File: src/rtl/rgb_led_pkg.sv
// rtl/rgb_led_pkg.sv - shared types and constants for the RGB LED arbiter
//
// Purpose : arbiter state encoding, default PWM width and colour field offsets
//           within the packed {blue, green, red} duty word.
// Ports   : none (package).

package rgb_led_pkg;

  localparam int PWM_BITS_DEFAULT = 8;

  // Field index within a packed {blue, green, red} colour word
  localparam int COLOR_RED   = 0;
  localparam int COLOR_GREEN = 1;
  localparam int COLOR_BLUE  = 2;

  typedef enum logic [1:0] {
    ST_IDLE = 2'd0,
    ST_OWN0 = 2'd1,
    ST_OWN1 = 2'd2
  } arb_state_e;

endpackage

File: src/rtl/rgb_pwm_channel.sv
// rtl/rgb_pwm_channel.sv - one PWM colour channel with period-aligned duty update
//
// Purpose : holds the active duty for the current PWM period and produces the
//           registered gate (cnt < active duty).
// Ports   : clk     - system clock
//           rst     - synchronous active-high reset
//           i_cnt   - shared free-running PWM counter
//           i_wrap  - high in the last cycle of the period (cnt == max)
//           i_duty  - shadow duty from the arbiter
//           o_pwm   - registered PWM gate

module rgb_pwm_channel
  import rgb_led_pkg::*;
#(
  parameter int PWM_BITS = PWM_BITS_DEFAULT
) (
  input  logic                clk,
  input  logic                rst,
  input  logic [PWM_BITS-1:0] i_cnt,
  input  logic                i_wrap,
  input  logic [PWM_BITS-1:0] i_duty,
  output logic                o_pwm
);

  logic [PWM_BITS-1:0] r_active;
  logic                r_pwm;

  always_ff @(posedge clk) begin
    if (rst) begin
      r_active <= '0;
      r_pwm    <= 1'b0;
    end else begin
      // Only latch a new duty at the period boundary so a period never mixes
      // two duty values.
      if (i_wrap) begin
        r_active <= i_duty;
      end
      r_pwm <= (i_cnt < r_active);
    end
  end

  assign o_pwm = r_pwm;

endmodule

File: src/rtl/rgb_led_arbiter.sv
// rtl/rgb_led_arbiter.sv - round-robin owner arbitration and PWM drive for one RGB LED
//
// Purpose : arbitrates the LED between two requesters with a minimum ownership
//           time, shadows the owner's colour and drives three PWM gates.
// Ports   : clk            - system clock
//           rst            - synchronous active-high reset
//           req_i[1:0]     - per-requester request
//           color0_i       - requester 0 duty, packed {blue, green, red}
//           color1_i       - requester 1 duty, same packing
//           gnt_o[1:0]     - one-hot grant, 0 when idle
//           red_o/green_o/blue_o - registered PWM gates
//           period_start_o - high in the cycle where the PWM counter is 0 after a wrap

module rgb_led_arbiter
  import rgb_led_pkg::*;
#(
  parameter int PWM_BITS    = PWM_BITS_DEFAULT,
  parameter int HOLD_CYCLES = 4096
) (
  input  logic                  clk,
  input  logic                  rst,
  input  logic [1:0]            req_i,
  input  logic [3*PWM_BITS-1:0] color0_i,
  input  logic [3*PWM_BITS-1:0] color1_i,
  output logic [1:0]            gnt_o,
  output logic                  red_o,
  output logic                  green_o,
  output logic                  blue_o,
  output logic                  period_start_o
);

  localparam int                  HOLD_W   = (HOLD_CYCLES > 1) ? $clog2(HOLD_CYCLES) : 1;
  localparam logic [HOLD_W-1:0]   HOLD_MAX = HOLD_W'(HOLD_CYCLES - 1);
  localparam logic [PWM_BITS-1:0] CNT_MAX  = '1;

  arb_state_e            r_state;
  arb_state_e            w_next_state;
  logic                  r_last_owner;
  logic [HOLD_W-1:0]     r_hold;
  logic                  w_hold_done;
  logic [PWM_BITS-1:0]   r_cnt;
  logic                  w_wrap;
  logic                  r_period_start;
  logic [3*PWM_BITS-1:0] r_shadow;

  assign w_hold_done = (r_hold == HOLD_MAX);
  assign w_wrap      = (r_cnt == CNT_MAX);

  always_comb begin
    w_next_state = r_state;
    case (r_state)
      ST_IDLE: begin
        // Both requesting: the one after the previous owner wins.
        if (req_i[0] && req_i[1]) begin
          w_next_state = r_last_owner ? ST_OWN0 : ST_OWN1;
        end else if (req_i[0]) begin
          w_next_state = ST_OWN0;
        end else if (req_i[1]) begin
          w_next_state = ST_OWN1;
        end
      end
      ST_OWN0: begin
        if (!req_i[0]) begin
          w_next_state = req_i[1] ? ST_OWN1 : ST_IDLE;
        end else if (w_hold_done && req_i[1]) begin
          w_next_state = ST_OWN1;
        end
      end
      ST_OWN1: begin
        if (!req_i[1]) begin
          w_next_state = req_i[0] ? ST_OWN0 : ST_IDLE;
        end else if (w_hold_done && req_i[0]) begin
          w_next_state = ST_OWN0;
        end
      end
      default: w_next_state = ST_IDLE;
    endcase
  end

  always_ff @(posedge clk) begin
    if (rst) begin
      r_state        <= ST_IDLE;
      r_last_owner   <= 1'b1;
      r_hold         <= '0;
      r_cnt          <= '0;
      r_period_start <= 1'b0;
      r_shadow       <= '0;
    end else begin
      r_state <= w_next_state;

      if (w_next_state == ST_OWN0) begin
        r_last_owner <= 1'b0;
      end else if (w_next_state == ST_OWN1) begin
        r_last_owner <= 1'b1;
      end

      // Hold counts cycles of the current grant; it restarts on every grant
      // change and sticks at its maximum once the minimum time has elapsed.
      if ((w_next_state != r_state) || (w_next_state == ST_IDLE)) begin
        r_hold <= '0;
      end else if (!w_hold_done) begin
        r_hold <= r_hold + 1'b1;
      end

      r_cnt          <= r_cnt + 1'b1;
      r_period_start <= w_wrap;

      case (r_state)
        ST_OWN0: r_shadow <= color0_i;
        ST_OWN1: r_shadow <= color1_i;
        default: r_shadow <= '0;
      endcase
    end
  end

  assign gnt_o          = {r_state == ST_OWN1, r_state == ST_OWN0};
  assign period_start_o = r_period_start;

  rgb_pwm_channel #(.PWM_BITS(PWM_BITS)) u_red (
    .clk    (clk),
    .rst    (rst),
    .i_cnt  (r_cnt),
    .i_wrap (w_wrap),
    .i_duty (r_shadow[COLOR_RED*PWM_BITS +: PWM_BITS]),
    .o_pwm  (red_o)
  );

  rgb_pwm_channel #(.PWM_BITS(PWM_BITS)) u_green (
    .clk    (clk),
    .rst    (rst),
    .i_cnt  (r_cnt),
    .i_wrap (w_wrap),
    .i_duty (r_shadow[COLOR_GREEN*PWM_BITS +: PWM_BITS]),
    .o_pwm  (green_o)
  );

  rgb_pwm_channel #(.PWM_BITS(PWM_BITS)) u_blue (
    .clk    (clk),
    .rst    (rst),
    .i_cnt  (r_cnt),
    .i_wrap (w_wrap),
    .i_duty (r_shadow[COLOR_BLUE*PWM_BITS +: PWM_BITS]),
    .o_pwm  (blue_o)
  );

endmodule

File: config.mk
export PLATFORM = sky130hd
export DESIGN_NAME = rgb_led_arbiter
export DESIGN_NICKNAME = d
export VERILOG_FILES = /design/src/rtl/rgb_led_pkg.sv /design/src/rtl/rgb_pwm_channel.sv /design/src/rtl/rgb_led_arbiter.sv
export SDC_FILE = /design/constraint.sdc
export NUM_CORES = 1
export LEC_CHECK = 0
export ABC_AREA = 1
export CORE_ASPECT_RATIO = 0.8
export CORE_MARGIN = 1.5
export CORE_UTILIZATION = 53
export DETAILED_ROUTE_END_ITERATION = 12
export PLACE_DENSITY_LB_ADDON = 0.1
export SLEW_MARGIN = 20
export SYNTH_ARGS = -nofsm -noshare
export SYNTH_HDL_FRONTEND = slang
export SYNTH_SLANG_ARGS = --single-unit
File: constraint.sdc
create_clock -name clk -period 3.1 [get_ports clk]
set_input_delay 0.62 -clock clk [delete_from_list [all_inputs] [get_ports clk]]
set_output_delay 0.62 -clock clk [all_outputs]
set_load 0.02 [all_outputs]
==> results of run 1 <==
## layout make-up
type,count,area share [%]
well taps,84,2.463
repair buffers,61,14.07
flip-flops and latches,75,35.18
multi-input cells,296,40.31
inverters,51,4.486
clock inverters,3,0.4104
clock buffers,11,3.078
## synthesized netlist by cell type (all sizes together) (6+ instances only)
cell and number:
clkbuf 11, buf 8, nor3 20, ha 29, nor2 27, inv 51
o21ai 33, nand3 10, nand2 85, dfxtp 75, a21oi 70, xor2 6
## per-layer routing
metal  global-route usage [%]  vias to the layer above
met3                    7.585                       11
met1                    30.50                     1248
met2                    31.24                       89
li1                         -                     1549
met5                        0                        -
met4                    5.970                        0
## state kept, by name (all words and copies together), names as in the netlist
signal / count
u_blue.o_pwm: 1
u_blue.r_active: 8
u_red.o_pwm: 1
r_shadow: 24
u_red.r_active: 8
r_hold: 12
r_cnt: 8
r_last_owner: 1
u_green.o_pwm: 1
u_green.r_active: 8
r_state: 2
period_start_o: 1
## how the worst min path moves through the flow
stage | startpoint | to | slack, ns | cells after the start
after global placement | u_green.r_active[1] | u_green.r_active[1] | 0.45 | 2
after detailed placement | u_blue.r_active[0] | u_blue.r_active[0] | 0.45 | 2
final | u_blue.r_active[0] | u_blue.r_active[0] | 0.46 | 2
after floorplan | u_green.r_active[0] | u_green.r_active[0] | 0.43 | 2
after CTS | u_blue.r_active[0] | u_blue.r_active[0] | 0.46 | 2
after global routing | u_blue.r_active[0] | u_blue.r_active[0] | 0.48 | 2
## power groups by stage
stage	clock network [mW]	registers [mW]	logic (mW)
4_1_cts	0.615	1.03	0.440
6_report	0.603	1.03	0.441
3_3_place_gp	0	1.05	0.425
2_1_floorplan	0	1.05	0.310
5_1_grt	0.657	1.04	0.494
3_5_place_dp	0	1.05	0.438
## worst max-delay path: stages, from the launching register on
cell and delay (ns):
dfxtp_1 0.36, inv_1 0.17, ha_1 0.19, buf_4 0.26, clkdlybuf4s50_1 0.65
## cell families after synthesis
family	count (synthesis)	share of synthesized area, %
AND/OR/NAND/NOR	146	19.85
AO/OA/AOI/OAI	112	16.57
XOR/XNOR	9	2.245
buffers and inverters	70	8.232
adder cells (fa/ha/maj)	29	10.34
flip-flops	75	42.77
## layout by cell type, fill, tap and decap left out, drive strengths merged, types with 4 or more instances in the layout
master	instances
clkdlybuf4s50	57
ha	29
xor2	6
a21oi	70
nand2	85
nor2	27
buf	4
o21ai	33
inv	51
nand3	10
o21a	4
nor3	20
clkbuf	11
dfxtp	75
## through the flow
step | utilization [%] | instances
floorplan | - | 441
global placement | 64.27 | 567
detailed placement | 64.27 | 567
CTS | 66.60 | 581
global route | 66.60 | 581
finish | 66.60 | 581
==> impl_metrics.ini, run 1 <==
[pwr]
p_sw_mw = 0.6220
finalPower_mw = 2.076
swShare_pct = 29.96
p_clk_share_pct = 29.0
pwr-share-comb_pct = 21.2
p_per_area_nw_per_um2 = 486.5
p_leak_nw = 1.607
ir_worst_vdd_v = 0.0002702
internal_power_mw = 1.454
p_seq_share_pct = 49.7

[setup_path]
endpoint_kind = primary output
endpoint = gnt_o[1]
crit_start = r_state[0]
arrival_ns = 1.97
cp-start-kind = register
worstPathMaxFanout = 25
worstPathRequired_ns = 2.48
r2r_cells = 12
r2r_start = r_hold[0]
path_class = register to primary output
reg2reg_slack_ns = 0.94
timing.rr.end = r_hold[11]

[global_route]
globalRouteOverflowTotal = 0
track_usage_pct = 21.57
grt_pass1_vias = 2516
antenna_found_initial = 0
grt_pass1_wl_um = 11550
grt_start_max_net_pins = 50

[routing]
wirelength_um = 7236
wl_met3_um = 421
dr_wl_met2_um = 2938
dr.pass1.iters = 5
wl_met1_um = 3786
via_count = 2897
drt_iter0_markers = 112
drc = 0
routed.top_layer = met4
drt-vias-per-instance = 4.986
detail-route-antenna-nets = 0
wl_per_cell_um = 12.45

[yosys]
synthArstFlopShare_pct = 0
seq_area_frac_synth_pct = 42.77
yosys.area.top_type = dfxtp_1
synth_edf_count = 0
synthTopCellsByArea = dfxtp_1, ha_1, a21oi_1
syn_area_um2 = 3511
ys.warnings.count = 0
synth_top_area_share_pct = 42.77
synth_ff_type = dfxtp_1
synth.avg_cell_area_um2 = 7.961
syn_inst = 441
syn_nets = 522
synth-seq-cells = 75
synth_cell_types = 29

[timing]
finalHoldViolations = 0
finalCriticalPeriod_ns = 2.589
rsz0062_at_grt = false
period_share_pct = 83.51
worst_pin_slew_ns = 0.7531
whs_ns = 0.4576
clock_skew_ns = 0.007944
finalSetupViolCount = 0
drv_slew = 0
clock.fmax_mhz = 386.3
max_slew_margin_pct = 49.67
tns_ns = 0
setup_ws_ns = 0.5113

[clock_network]
clockBufferDepth = 2
cts_tree = yes
hold_buffers = 0
cts.clk_slew.worst_paths_ns = 0.07
cts-resized-gates = 0
cts_sinks = 75
cts_setup_buffers = 0
clk-insertion-delay-late_ns = 0.35
cts_buffers = 9
cts-htree-levels = 3
cts-root-buf = clkbuf_8

[cells_and_area]
fin_area_um2 = 4268
n_fill_cell = 549
seqCellArea_um2 = 1501
diodes = 0
layout-drive-gt1-share_pct = 7.847
multi_input_area_um2 = 1720
area_growth_pct = 21.56
nNetsFinal = 575

[floorplanning]
die_area_um2 = 7124
num_rows = 26
fp.dieH_um = 75.80
initial_core_util_pct = 54.78
die_w_um = 94.00
pin_count = 58
core_area_um2 = 6409

[placement]
place_area_um2 = 4119
place_ws_ns = 0.4908
port_buffers = 57
gp_congestion = 0.8897
dp_hpwl_um = 5423

[min_path]
hold_class = register to register

[run_status]
status = completed

[job]
cap_violations = 0
No activity file was read; power rests on OpenSTA's default activity.
==> inputs of run 2 (changes only) <==
- clock period: 3.1 -> 2.51 ns (I/O delays scaled with it)
==> run 2 against run 1 <==
  * Register-to-register slack lost 0.62 ns
  * Sequential share of layout area shrank 0.63 points
  * Non-clock buffer count grew 1
  * Largest power group unchanged
  * Sequential power grew 24%
  * Die area is the same
  * Critical path type unchanged
  * Count of clock-buffer cells in the layout is the same
  * Flip-flop and latch count is the same
  * Core utilization grew 1.2 points
  * Highest routed layer unchanged
==> impl_metrics.ini, run 2 (same netlist as run 1, synthesis figures left out) <==
[run_status]
status = completed

[cells_and_area]
mostFrequentLayoutCell = nand2_1
nNetsFinal = 576
final_core_util_pct = 67.81
instances_no_fill = 583
final_cell_mix = nand2_1, dfxtp_1, a21oi_1, clkdlybuf4s50_1, inv_1
largest_register_ffs = 24
seqCellArea_um2 = 1501
top_regs = r_shadow x24, r_hold x12
n_fill_cell = 536
diodes = 0
area_growth_pct = 23.77
largest_register = r_shadow
multi_input_area_um2 = 1720
layout-drive-gt1-share_pct = 8.417

[pwr]
p_leak_nw = 1.654
finalPower_mw = 2.823
ir_worst_vdd_v = 0.0003964
p_per_area_nw_per_um2 = 649.6

[clock_network]
clockBufferDepth = 2
cts-root-buf = clkbuf_8
clk-insertion-delay-late_ns = 0.34
cts-htree-levels = 3
cts_buffers = 9
cts_sinks = 75
hold_buffers = 0
cts.clk_slew.worst_paths_ns = 0.07
cts_tree = yes

[timing]
whs_ns = 0.4592
rsz0062_at_grt = false
drv_slew = 0
finalCriticalPeriod_ns = 2.214
period_share_pct = 88.22
max_slew_margin_pct = 54.51
clock.fmax_mhz = 451.6
clock_skew_ns = 0.01011
worst_pin_slew_ns = 0.6813
finalSetupViolCount = 0
finalHoldViolations = 0

[setup_path]
slowest_delay_ns = 0.54
cp-start-kind = register
reg2reg_slack_ns = 0.32
path_class = register to primary output
cpLargestDelayFamily = buffers and inverters
cp_cell_sequence = inv_1 -> ha_1 -> clkdlybuf4s50_1
cp_slowest_cell = clkdlybuf4s50_1
arrival_ns = 1.71
path_buf_inv = 2
worstPathRequired_ns = 2.01
endpoint_kind = primary output
worstPathMaxFanout = 5

[placement]
dp_hpwl_um = 5510
post-place-cells = 568
gp_congestion = 0.9060
port_buffers = 57

[job]
cap_violations = 0

[routing]
drt-vias-per-instance = 5.033
detail-route-antenna-nets = 0
drc = 0
drt_iter0_markers = 122
wl_per_cell_um = 12.55
wirelength_um = 7317
via_count = 2934
dr.pass1.iters = 4

[floorplanning]
num_rows = 26
fp.dieH_um = 75.80
pin_count = 58
initial_core_util_pct = 54.78
die_w_um = 94.00
core_area_um2 = 6409
die_area_um2 = 7124

[global_route]
grtUsageMet1_pct = 30.89
globalRouteOverflowTotal = 0
grt_pass1_vias = 2671
grt-busiest-layer = met2
grt_util_met3_pct = 6.088
track_usage_pct = 21.94
gr-usage-met2_pct = 33.01
grt_pass1_wl_um = 12030
grt_start_max_net_pins = 50
antenna_found_initial = 0

[min_path]
hold_class = register to register
## run 2: cell count changes in the layout (fill, tap and decap cells not counted), sizes merged
cell,previous run,this run
clkdlybuf4s50,57,56
buf,4,5
bufinv,0,2
clkinv,2,0
clkinvlp,1,2
dlymetal6s2s,0,1
## run 2: per-stage QoR
| stage | worst slack [ns] | area [µm²] | setup TNS (ns) |
|---|---|---|---|
| global route | 0.09948 | 4345 | 0 |
| finish | 0.2957 | 4345 | 0 |
| global placement | 0.1700 | 4126 | 0 |
| floorplan | 0.3910 | 3511 | 0 |
| CTS | 0.01498 | 4343 | 0 |
| detailed placement | -0.006363 | 4126 | -0.008066 |
## run 2: what timing repair did
item	CTS	global route
hold endpoints to repair	0	0
setup buffers	0	0
gates resized for setup	0	1
endpoints found under the setup margin	0	1
## run 2: worst min-delay path: cells and delay by family (launching register included)
kind                   cells  cell delay [ns]
AOI/OAI and AO/OA          1             0.06
DFF                        1             0.30
buffers and inverters      1             0.06
## run 2: power by group
| group | switching [mW] | internal (mW) |
|---|---|---|
| Sequential | 0.0365 | 1.24 |
| Combinational | 0.329 | 0.215 |
| Clock | 0.420 | 0.582 |
## run 2: final timing paths
| kind | start | to | cells past startpoint |
|---|---|---|---|
| min | u_blue.r_active[0] | u_blue.r_active[0] | 2 |
| max | r_state[0] | gnt_o[1] | 3 |
| max reg2reg | r_hold[0] | r_hold[11] | 12 |
| min reg2reg | u_blue.r_active[0] | u_blue.r_active[0] | 2 |
## run 2: area by class of cell
class	instances	area share (%)
multi-input combinational	296	39.59
sequential	75	34.55
timing repair buffer	62	14.05
inverter	51	4.405
clock buffer	11	3.254
tap	84	2.419
clock inverter	4	1.728
## run 2: routing by layer
layer	vias up	share of wire [%]	routed length, µm
met3	5	6.9	503
met2	95	42	3064
met5	-	0	0
met1	1279	51	3712
met4	0	0.49	36
li1	1555	-	-
==> inputs of run 3 (changes only) <==
- CORE_ASPECT_RATIO: 0.8 -> 1.75
==> run 3 against run 2 <==
  * Critical path depth up 8
  * Flip-flop and latch count unchanged
  * Worst setup slack worse by 0.081 ns
  * Sequential share of layout area down 0.45 points
  * Highest routed layer unchanged
  * Count of clock-buffer cells in the layout down 1
  * Worst hold slack worse by 0.0024 ns
  * Combinational power up 3%
  * First-iteration DRC count down 13%
  * Maximum frequency down 3.5%
  * Routed wire length up 5.9%
  * Sequential power about the same
  * Critical path type is now register to register
  * Core utilization about the same
==> impl_metrics.ini, run 3 (same netlist as run 1, synthesis figures left out) <==
[floorplanning]
initial_core_util_pct = 54.10
die_area_um2 = 7141
fp.dieH_um = 110.7
pin_count = 58
num_rows = 39
core_area_um2 = 6490
die_w_um = 64.53

[setup_path]
timing.rr.end = r_hold[11]
reg2reg_slack_ns = 0.21
path_class = register to register
worstPathRequired_ns = 2.75
cp.depth = 11
cp-start-kind = register
crit_start = r_state[0]
worstPathMaxFanout = 12
arrival_ns = 2.54
slowest_delay_ns = 0.36
r2r_cells = 11
endpoint_kind = register
endpoint = r_hold[11]
r2r_start = r_state[0]
cp_slowest_cell = dfxtp_1
cpLargestDelayFamily = simple AND/OR/NAND/NOR gates
path_buf_inv = 2
cp_cell_sequence = inv_1 -> ha_2 -> inv_1 -> nor3_1 -> a21oi_1 -> nand2_1 -> nand2_2 -> ha_1 -> nor2_1 -> nand3_4 -> nor3_1

[routing]
via_count = 2995
wirelength_um = 7752
drt_iter0_markers = 106
dr.pass1.iters = 4
drc = 0
wl_per_cell_um = 13.32
detail-route-antenna-nets = 0
drt-vias-per-instance = 5.146

[clock_network]
cts-root-buf = clkbuf_16
cts.clk_slew.worst_paths_ns = 0.06
hold_buffers = 0
cts_tree = yes
cts_sinks = 75
cts-htree-levels = 3
cts_setup_buffers = 0
clockBufferDepth = 2
cts_buffers = 9
clk-insertion-delay-late_ns = 0.33
cts-resized-gates = 0

[global_route]
track_usage_pct = 24.25
grt_pass1_wl_um = 13530
globalRouteOverflowTotal = 0
grt_pass1_vias = 2960
grt_start_max_net_pins = 50
antenna_found_initial = 0

[cells_and_area]
area_growth_pct = 25.41
mostFrequentLayoutCell = nand2_1
final_cell_mix = nand2_1, dfxtp_1, a21oi_1, clkdlybuf4s50_1, inv_1
multi_input_area_um2 = 1723
diodes = 0
layout-drive-gt1-share_pct = 9.000
n_fill_cell = 559
largest_register = r_shadow
nNetsFinal = 577
top_regs = r_shadow x24, r_hold x12
largest_register_ffs = 24
seqCellArea_um2 = 1501

[timing]
worst_pin_slew_ns = 0.6960
drv_slew = 0
clock.fmax_mhz = 435.7
finalHoldViolations = 0
rsz0062_at_grt = false
period_share_pct = 91.45
clock_skew_ns = 0.003936
max_slew_margin_pct = 53.53
finalCriticalPeriod_ns = 2.295
finalSetupViolCount = 0
tns_ns = 0
whs_ns = 0.4568

[placement]
port_buffers = 57
dp_hpwl_um = 5674
gp_congestion = 0.9016

[min_path]
hold_class = register to register

[pwr]
p_leak_nw = 1.670
p_per_area_nw_per_um2 = 680.2
ir_worst_vdd_v = 0.0005212
finalPower_mw = 2.995

[run_status]
status = completed

[job]
cap_violations = 0
-- run 3: cell count changes in the layout (fill, tap and decap cells not counted), moves of 2 or more --
| cell | before | now |
|---|---|---|
| clkbuf_8 | 10 | 1 |
| clkbuf_16 | 0 | 9 |
| clkinv_2 | 0 | 3 |
| bufinv_16 | 2 | 0 |
-- run 3: how the worst min path moves through the flow --
stage / startpoint / to / cells after the start / slack [ns]
global route: u_blue.r_active[7] / u_blue.r_active[7] / 2 / 0.48
detailed placement: u_blue.r_active[0] / u_blue.r_active[0] / 2 / 0.45
finish: u_blue.r_active[0] / u_blue.r_active[0] / 2 / 0.46
CTS: u_blue.r_active[0] / u_blue.r_active[0] / 2 / 0.46
global placement: u_blue.r_active[0] / u_blue.r_active[0] / 2 / 0.44
floorplan: u_green.r_active[0] / u_green.r_active[0] / 2 / 0.43
-- run 3: power by group --
group,switching (mW),internal [mW]
sequential,0.0362,1.24
combinational,0.339,0.223
clock,0.471,0.684
-- run 3: cell type report --
type	instances	share of cell area, %
clock inverter	5	0.6820
inverter	51	4.348
timing repair buffer	63	13.98
tap	82	2.330
multi-input combinational	296	39.13
clock buffer	10	5.428
sequential	75	34.10
-- run 3: worst reg2reg max path, stage by stage (launching register included) --
cell	delay, ns
dfxtp_1	0.36
inv_1	0.17
ha_2	0.31
inv_1	0.09
nor3_1	0.21
a21oi_1	0.09
nand2_1	0.10
nand2_2	0.09
ha_1	0.20
nor2_1	0.18
nand3_4	0.22
nor3_1	0.20
-- run 3: through the flow --
step           setup slack (ns)  instances  util (%)  instance area, µm²
6_report                 0.2147        582     67.84                4403
4_1_cts                  0.1348        582     67.80                4400
5_1_grt                 0.03629        582     67.84                4403
3_3_place_gp             0.1450        567     63.66                4131
3_5_place_dp            0.01509        567     63.66                4131
2_1_floorplan            0.3910        441         -                3511
-- run 3: metal layers --
layer | vias to the layer above | GRT usage (%) | wire length, µm
met4 | 0 | 9.645 | 195
met3 | 18 | 4.264 | 161
met2 | 58 | 43.40 | 4258
met1 | 1364 | 27.86 | 3137
li1 | 1555 | - | -
met5 | - | 0 | 0
